`config.mk`:
```
export PLATFORM = sky130hd
export DESIGN_NAME = service_queue_mc
export DESIGN_NICKNAME = d
export VERILOG_FILES = /design/src/rtl/service_queue_mc_pkg.sv /design/src/rtl/service_channel.sv /design/src/rtl/service_queue_mc.sv
export VERILOG_INCLUDE_DIRS = /design/src /design/src/rtl
export SDC_FILE = /design/constraint.sdc
export NUM_CORES = 1
export LEC_CHECK = 0
export ABC_AREA = 1
export ABC_CLOCK_PERIOD_IN_PS = 2400
export CAP_MARGIN = 20
export CORE_UTILIZATION = 45
export CTS_CLUSTER_DIAMETER = 120
export DETAILED_ROUTE_END_ITERATION = 10
export HOLD_SLACK_MARGIN = 0.1
export PLACE_DENSITY = 0.7
export SLEW_MARGIN = 20
export SYNTH_ARGS = -nofsm -noshare
export SYNTH_HDL_FRONTEND = slang
export SYNTH_SLANG_ARGS = --single-unit
```
`constraint.sdc`:
```
create_clock -name clk -period 2.4 [get_ports clk]
set_input_delay 0.48 -clock clk [delete_from_list [all_inputs] [get_ports clk]]
set_output_delay 0.48 -clock clk [all_outputs]
set_load 0.05 [all_outputs]
```
`src/rtl/service_queue_defs.vh`:
```
// service_queue_defs: entry layout and parameter legality checks, included inside modules
localparam int ENTRY_W = 2 * DT_SZ;
localparam int NUM_HI = ENTRY_W - 1;
localparam int NUM_LO = DT_SZ;
localparam int TIM_HI = DT_SZ - 1;
localparam int TIM_LO = 0;
if ((1 << PTR_W) <= DEPTH) begin : g_bad_ptr_w
   $error("PTR_W too narrow: 2^PTR_W must exceed DEPTH");
end
if (NCH < 1 || NCH > MAX_NCH) begin : g_bad_nch
   $error("NCH must be in 1..8");
end

```
`src/rtl/service_queue_mc_pkg.sv`:
```
// service_queue_mc_pkg: shared constants and helpers for the service queue
package service_queue_mc_pkg;
   localparam int MAX_NCH = 8;
   // Pointer increment that wraps by compare so DEPTH need not be a power of two
   function automatic int wrap_inc(input int p, input int depth);
      return (p == depth - 1) ? 0 : p + 1;
   endfunction
endpackage

```
`src/rtl/service_channel.sv`:
```
// service_channel: one countdown service channel
// Ports: clk, rst_n (sync, active-low); ld loads ld_num/ld_tim and sets busy;
// tick decrements rem while busy; done pulses for one cycle when rem reaches 0;
// num holds the last served number until the next load.
module service_channel #(
   parameter int DT_SZ = 4
) (
   input  logic             clk,
   input  logic             rst_n,
   input  logic             ld,
   input  logic             tick,
   input  logic [DT_SZ-1:0] ld_num,
   input  logic [DT_SZ-1:0] ld_tim,
   output logic             busy,
   output logic             done,
   output logic [DT_SZ-1:0] num,
   output logic [DT_SZ-1:0] rem
);
   always_ff @(posedge clk) begin
      if (!rst_n) begin
         busy <= 1'b0;
         done <= 1'b0;
         num  <= '0;
         rem  <= '0;
      end else begin
         done <= 1'b0;
         if (ld) begin
            busy <= 1'b1;
            num  <= ld_num;
            rem  <= ld_tim;
         end else if (tick && busy) begin
            rem <= rem - DT_SZ'(1);
            if (rem == DT_SZ'(1)) begin
               busy <= 1'b0;
               done <= 1'b1;
            end
         end
      end
   end
endmodule

```
`src/rtl/service_queue_mc.sv`:
```
// service_queue_mc: circular FIFO of {num, time} entries dispatched to NCH countdown channels
// Ports: clk, rst_n (sync, active-low); we/dn/dt enqueue (dt=0 illegal); tick is the time base;
// full/empty/count give queue state; drop pulses on a rejected write;
// ch_busy/ch_num/ch_rem/done are per-channel (channel c at [c*DT_SZ +: DT_SZ]);
// qdbg is the FIFO in logical order, slot 0 = head, slots >= count read 0.
module service_queue_mc
   import service_queue_mc_pkg::*;
#(
   parameter int DT_SZ = 4,
   parameter int DEPTH = 3,
   parameter int PTR_W = 2,
   parameter int NCH   = 2
) (
   input  logic                     clk,
   input  logic                     rst_n,
   input  logic                     we,
   input  logic [DT_SZ-1:0]         dn,
   input  logic [DT_SZ-1:0]         dt,
   input  logic                     tick,
   output logic                     full,
   output logic                     empty,
   output logic [PTR_W-1:0]         count,
   output logic                     drop,
   output logic [NCH-1:0]           ch_busy,
   output logic [NCH*DT_SZ-1:0]     ch_num,
   output logic [NCH*DT_SZ-1:0]     ch_rem,
   output logic [NCH-1:0]           done,
   output logic [DEPTH*2*DT_SZ-1:0] qdbg
);
   `include "service_queue_defs.vh"
   localparam logic [PTR_W-1:0] DEPTH_P = PTR_W'(DEPTH);
   logic [ENTRY_W-1:0] mem [DEPTH];
   logic [ENTRY_W-1:0] hd;
   logic [PTR_W-1:0]   head, tail, cnt, ix;
   logic [3:0]         sel;
   logic               idle, disp, acc;
   assign count = cnt;
   assign full  = cnt == DEPTH_P;
   assign empty = cnt == '0;
   assign hd    = mem[head];
   // Dispatch works on registered state only, so a fresh write never bypasses to a channel
   assign disp  = !empty && idle;
   assign acc   = we && dt != '0 && (!full || disp);
   always_comb begin
      sel  = '0;
      idle = 1'b0;
      for (int c = NCH - 1; c >= 0; c--) begin
         if (!ch_busy[c]) begin
            sel  = 4'(c);
            idle = 1'b1;
         end
      end
   end
   always_comb begin
      qdbg = '0;
      ix   = '0;
      for (int i = 0; i < DEPTH; i++) begin
         ix = PTR_W'((int'(head) + i) % DEPTH);
         if (PTR_W'(i) < cnt) qdbg[i*ENTRY_W +: ENTRY_W] = mem[ix];
      end
   end
   always_ff @(posedge clk) begin
      if (!rst_n) begin
         head <= '0;
         tail <= '0;
         cnt  <= '0;
         drop <= 1'b0;
         for (int i = 0; i < DEPTH; i++) mem[i] <= '0;
      end else begin
         drop <= we && !acc;
         if (acc) begin
            mem[tail] <= {dn, dt};
            tail      <= PTR_W'(wrap_inc(int'(tail), DEPTH));
         end
         if (disp) head <= PTR_W'(wrap_inc(int'(head), DEPTH));
         cnt <= cnt + PTR_W'(acc) - PTR_W'(disp);
      end
   end
   for (genvar c = 0; c < NCH; c++) begin : g_ch
      service_channel #(.DT_SZ(DT_SZ)) u_ch (
         .clk    (clk),
         .rst_n  (rst_n),
         .ld     (disp && sel == 4'(c)),
         .tick   (tick),
         .ld_num (hd[NUM_HI:NUM_LO]),
         .ld_tim (hd[TIM_HI:TIM_LO]),
         .busy   (ch_busy[c]),
         .done   (done[c]),
         .num    (ch_num[c*DT_SZ +: DT_SZ]),
         .rem    (ch_rem[c*DT_SZ +: DT_SZ])
      );
   end
endmodule

```
Word-level counts from Yosys, hierarchy flattened

Memory sizes are Yosys's and may differ from the RTL's. A register that Yosys moved wholly into a read port is not among the register bits.
Index checks and enable logic that the tools add are counted.

Flip-flop bits (word level): 27
Bits in writable memories: 24
Bits of input ports: 12
Word-level logic and storage cells: 89
Memories kept: 1

Memories:

| name | depth | bits a word | read ports | clocked after memory_dff | wr ports | RTL line               | text |
|---|---|---|---|---|---|---|---|
| mem  | 3     | 8           | 4          | 1                        | 3        | service_queue_mc.sv:32 | `logic [ENTRY_W-1:0] mem [DEPTH];` |

Add/sub/neg operators: 7
Div/mod/pow operators: 3
Magnitude comparators: 3
Eq/ne operators: 6
Mux-type cells: 30
Bitwise logic cells: 3
Reduce and logical (&&, ||, !) cells: 24

Operator list:

| kind                  | number |
|---|---|
| $mod 32x3->32 const B | 2 |
| $mod 3x3->32 const B  | 1 |
| $mux 8                | 4 |
| $mux 4                | 5 |
| $mux 1                | 16 |
| $eq 4x1->1 const B    | 3 |
| $mux 2                | 5 |
| $logic_and 1x1->1     | 8 |
| $reduce_bool 2->1     | 4 |
| $reduce_or 8->1       | 1 |
| $sub 4x1->4 const B   | 2 |
| $eq 2x2->1 const B    | 3 |
| $reduce_or 3->1       | 2 |
| $logic_not 4->1       | 1 |
| $lt 1x2->1 const A    | 2 |
| $reduce_and 2->1      | 2 |
| $reduce_bool 4->1     | 1 |
| $add 2x1->3 const B   | 1 |
| $add 2x2->3 const B   | 1 |
| $logic_not 1->1       | 3 |
| $not 1->1             | 3 |
| $add 2x1->2           | 1 |
| $add 2x1->2 const B   | 1 |
| $logic_not 2->1       | 1 |
| other kinds (3)       | 3 |

Logic depth before layout (Yosys ltp)

Depth after elaboration: 10
Gate-level depth with buffers: 10
Depth with buffers taken out: 9

By module

Synthesis repeated with hierarchy kept, for this count alone.

Cell total of the unflattened synthesis: 458
Area total of the unflattened synthesis: 3577.2 um2

Modules (own cells, without submodules):

| module           | instances | cells each | area each (um2) |
|---|---|---|---|
| service_queue_mc | 1         | 340        | 2611.3 |
| service_channel  | 2         | 59         | 483.0 |

Worst setup path before layout

OpenSTA, ideal clock, no wires.

Kind: flip-flop to output port
Start: register head[0]
End: output port qdbg[15]
Data arrival time: 2.288 ns
Required time: 1.920 ns
Slack: -0.368 ns
Stages on the path, launching flop included: 8
Cells stage by stage: dfxtp_1 -> inv_1 -> ha_1 -> buf_2 -> inv_1 -> buf_2 -> a211oi_1 -> nor3_1

Longest elaborated chain between the ends: 4

Ends and longest elaborated chain:

| item                     | RTL line               | text |
|---|---|---|
| start: declaration       | service_queue_mc.sv:34 | `logic [PTR_W-1:0] head, tail, cnt, ix;` |
| start signal: assignment | service_queue_mc.sv:75 | `if (disp) head <= PTR_W'(wrap_inc(int'(head), DEPTH));` |
| $add 2x1->3              | -                      |  |
| $mod 32x3->32            | service_queue_mc.sv:58 | `ix = PTR_W'((int'(head) + i) % DEPTH);` |
| $mem_v2 3x8              | -                      |  |
| $mux 8                   | service_queue_mc.sv:59 | `if (PTR_W'(i) < cnt) qdbg[i*ENTRY_W +: ENTRY_W] = mem[ix];` |
| end: declaration         | service_queue_mc.sv:28 | `output logic [DEPTH*2*DT_SZ-1:0] qdbg` |

Every way passes these cells.

Worst setup path in the final report

Same ends and word-level chain as after synthesis.

==> run_results.csv <==
group,metric,value,unit
outcome,status,"finished, violations left",
outcome,violations,"setup timing",
clock_tree,cts_tree,"built",
sta,rsz0062_at_grt,"yes",
clock_tree,hold_buffers,0,
synthesis,ys_seq_elements,61,
synthesis,yosysMostFrequentCell,"nand2_1",
clock_tree,clockRootBuffer,"clkbuf_8",
grt,grt_max_degree,28,
clock_tree,clock_tree.buffer_depth,2,
power,p_leak,1.98,nW
grt,grt_overflow,0,
clock_tree,path_clk_slew,70,ps
floorplanning,fp-row-count,32,
route,routed_wirelength,9770,µm
power,pwr_density_cell,1400,nW/µm²
layout,nNetsFinal,542,
route,first_iter_violations,309,
worst_setup_path,cp.arrival,1940,ps
synthesis,synthArstFlopShare,0,
worst_setup_path,rrSetupSlack,360,ps
route,vias_per_cell,5.41,
sta,layout_setup_ws,-22.8,ps
synthesis,synth_cell_types,29,
floorplanning,core,7690,µm²
floorplanning,die_x,90.9,µm
synthesis,synthTopCellsByCount,"66 x nand2_1, 62 x inv_1, 48 x a21oi_1, 45 x nor2_1, 37 x o21ai_0",
flow_run,cap_violations,0,
synthesis,yosysSeqAreaShare,0.434,
synthesis,syn-cell-area,3550,µm²
synthesis,ys_top_cells_by_area,"edfxtp_1 27%, dfxtp_1 16%, nand2_1 7.0%",
layout,area_delta_synth_final,34.4,%
synthesis,synth_fp_nets,478,
worst_setup_path,worstSetupStartpointType,"flip-flop",
layout,fillers,684,
power,power,0.00671,W
sta,fin_crit_sh,1.01,
clock_tree,cts_sinks,61,
power,ir_drop,0.000479,V
layout,stdcell_area,4780,µm²
sta,slew_headroom,0.554,
worst_setup_path,path_max_fanout,5,
synthesis,yosys_warnings,0,
placement,post-place-ws,128,ps
placement,dp_hpwl,6970,µm
floorplanning,dieArea,8260,µm²
synthesis,yosysTopAreaCellShare,0.270,
placement,gp_congestion,0.870,
placement,placed_cell_area,4360,µm²
grt,antenna_found_initial,0,
floorplanning,start_util,0.462,
clock_tree,cts_htree_levels,3,
sta,setup_viol,4,
route,firstDrtPassIters,5,
route,num_vias,3399,
synthesis,synth_top_flop_cell,"edfxtp_1",
route,drc,0,
floorplanning,num_io_pins,61,
sta,fin_worst_skew,10.8,ps
floorplanning,dieHeight,90.9,µm
sta,min_period,2420,ps
sta,fin_tns_setup,-36.0,ps
layout,n_antenna_cell,0,
grt,grt_pass1_vias,3102,
route,ant_nets,0,
worst_setup_path,critPathKind,"reg -> out",
sta,drv_slew,0,
grt,grt_pass1_wl,15500,µm
synthesis,synth-edff-count,32,
route,wire_per_inst,15.6,µm
grt,grtUsageTotal,0.239,
synthesis,syn_area_per_cell,7.78,µm²
worst_setup_path,cp-end-kind,"output port",
worst_hold_path,hold_path.class,"reg -> reg",
placement,numPortBuffers,60,
synthesis,netlist_instances,457,
sta,fmax,413,MHz
sta,tightest_slew,668,ps
clock_tree,cts_buffers,9,
sta,hold_viol,0,
synthesis,yosysTopAreaCell,"edfxtp_1",
layout,drive_gt1_frac,0.226,
worst_setup_path,cp.required,1920,ps
clock_tree,worst_skew_pair.late_latency,340,ps
cells in the final DEF (no fill, tap or decap), types with 3 or more instances in the layout:
master	count
nor2_2	5
nand2_2	3
ha_1	7
a21oi_1	34
edfxtp_1	32
dfxtp_1	27
buf_4	31
nor2_1	42
xor2_1	3
o21ai_1	10
a21oi_2	14
inv_1	58
clkdlybuf4s50_1	34
buf_6	3
nand2_1	66
nor3_1	6
nor3_2	12
buf_12	11
a211oi_1	25
clkbuf_8	9
bufinv_16	3
o21ai_0	29
nand3_1	28
a211oi_2	7
nand3_2	4
per-stage QoR:
stage,hold slack (ps),std cells,util
2_1_floorplan,482,457,-
3_3_place_gp,504,607,0.567
3_5_place_dp,506,607,0.567
4_1_cts,524,627,0.608
5_1_grt,555,628,0.621
6_report,518,628,0.621
where the power goes:
| part | switching [W] | internal [W] |
|---|---|---|
| Sequential | 0.000187 | 0.00130 |
| Clock | 0.000409 | 0.000686 |
| Combinational | 0.00271 | 0.00141 |
worst paths after layout:
kind	from	to	cells past startpoint
setup / recovery	head[0]	qdbg[15]	7
setup reg to reg	count[1]	count[1]	9
hold reg to reg	tail[0]	tail[0]	2
hold / removal	tail[0]	tail[0]	2
flip-flops by register name, summed over array words and instances (netlist names), named ones only:
signal / cells
g_ch.u_ch.num: 8
head: 2
mem: 32
tail: 2
g_ch.u_ch.rem: 8
g_ch.u_ch.busy: 2
g_ch.u_ch.done: 2
drop: 1
count: 2
per-layer routing:
layer / vias up / track usage / part of all wire
met5: - / 0 / 0
met4: 0 / 0.0780 / 0.018
met1: 1558 / 0.318 / 0.46
li1: 1670 / - / -
met2: 150 / 0.396 / 0.46
met3: 21 / 0.0387 / 0.062
worst max-delay path, stage by stage (launching register included):
cell and delay [ps]:
dfxtp_2 350, inv_2 60, ha_4 290, clkinvlp_4 140
buf_2 200, a211oi_1 290, nor3_2 80, buf_4 200
layout make-up:
type | instances | area (µm²) | share of cell area
inverters | 63 | 246 | 0.0516
well taps | 102 | 128 | 0.0267
clock inverters | 5 | 98.8 | 0.0207
multi-input cells | 305 | 1780 | 0.373
clock buffers | 11 | 131 | 0.0275
flip-flops and latches | 61 | 1540 | 0.323
repair buffers | 81 | 847 | 0.177
repair_timing:
| item | CTS | global route |
|---|---|---|
| setup endpoints to repair | 24 | 22 |
| resized for setup | 17 | 29 |
| setup buffers | 4 | 0 |
| cloned | 0 | 1 |
| pin swaps | 5 | 13 |
cell families (layout without fill, tap and decap cells):
| kind of cell | count (synthesis) | after routing | share of synthesized area |
|---|---|---|---|
| XOR/XNOR | 3 | 3 | 0.00740 |
| flip-flops | 61 | 61 | 0.434 |
| AO/OA/AOI/OAI | 120 | 120 | 0.192 |
| AND/OR/NAND/NOR | 173 | 173 | 0.223 |
| adder cells (fa/ha/maj) | 9 | 9 | 0.0317 |
| buffers and inverters | 91 | 160 | 0.113 |
Note: power is estimated with default switching activity, not from simulation.
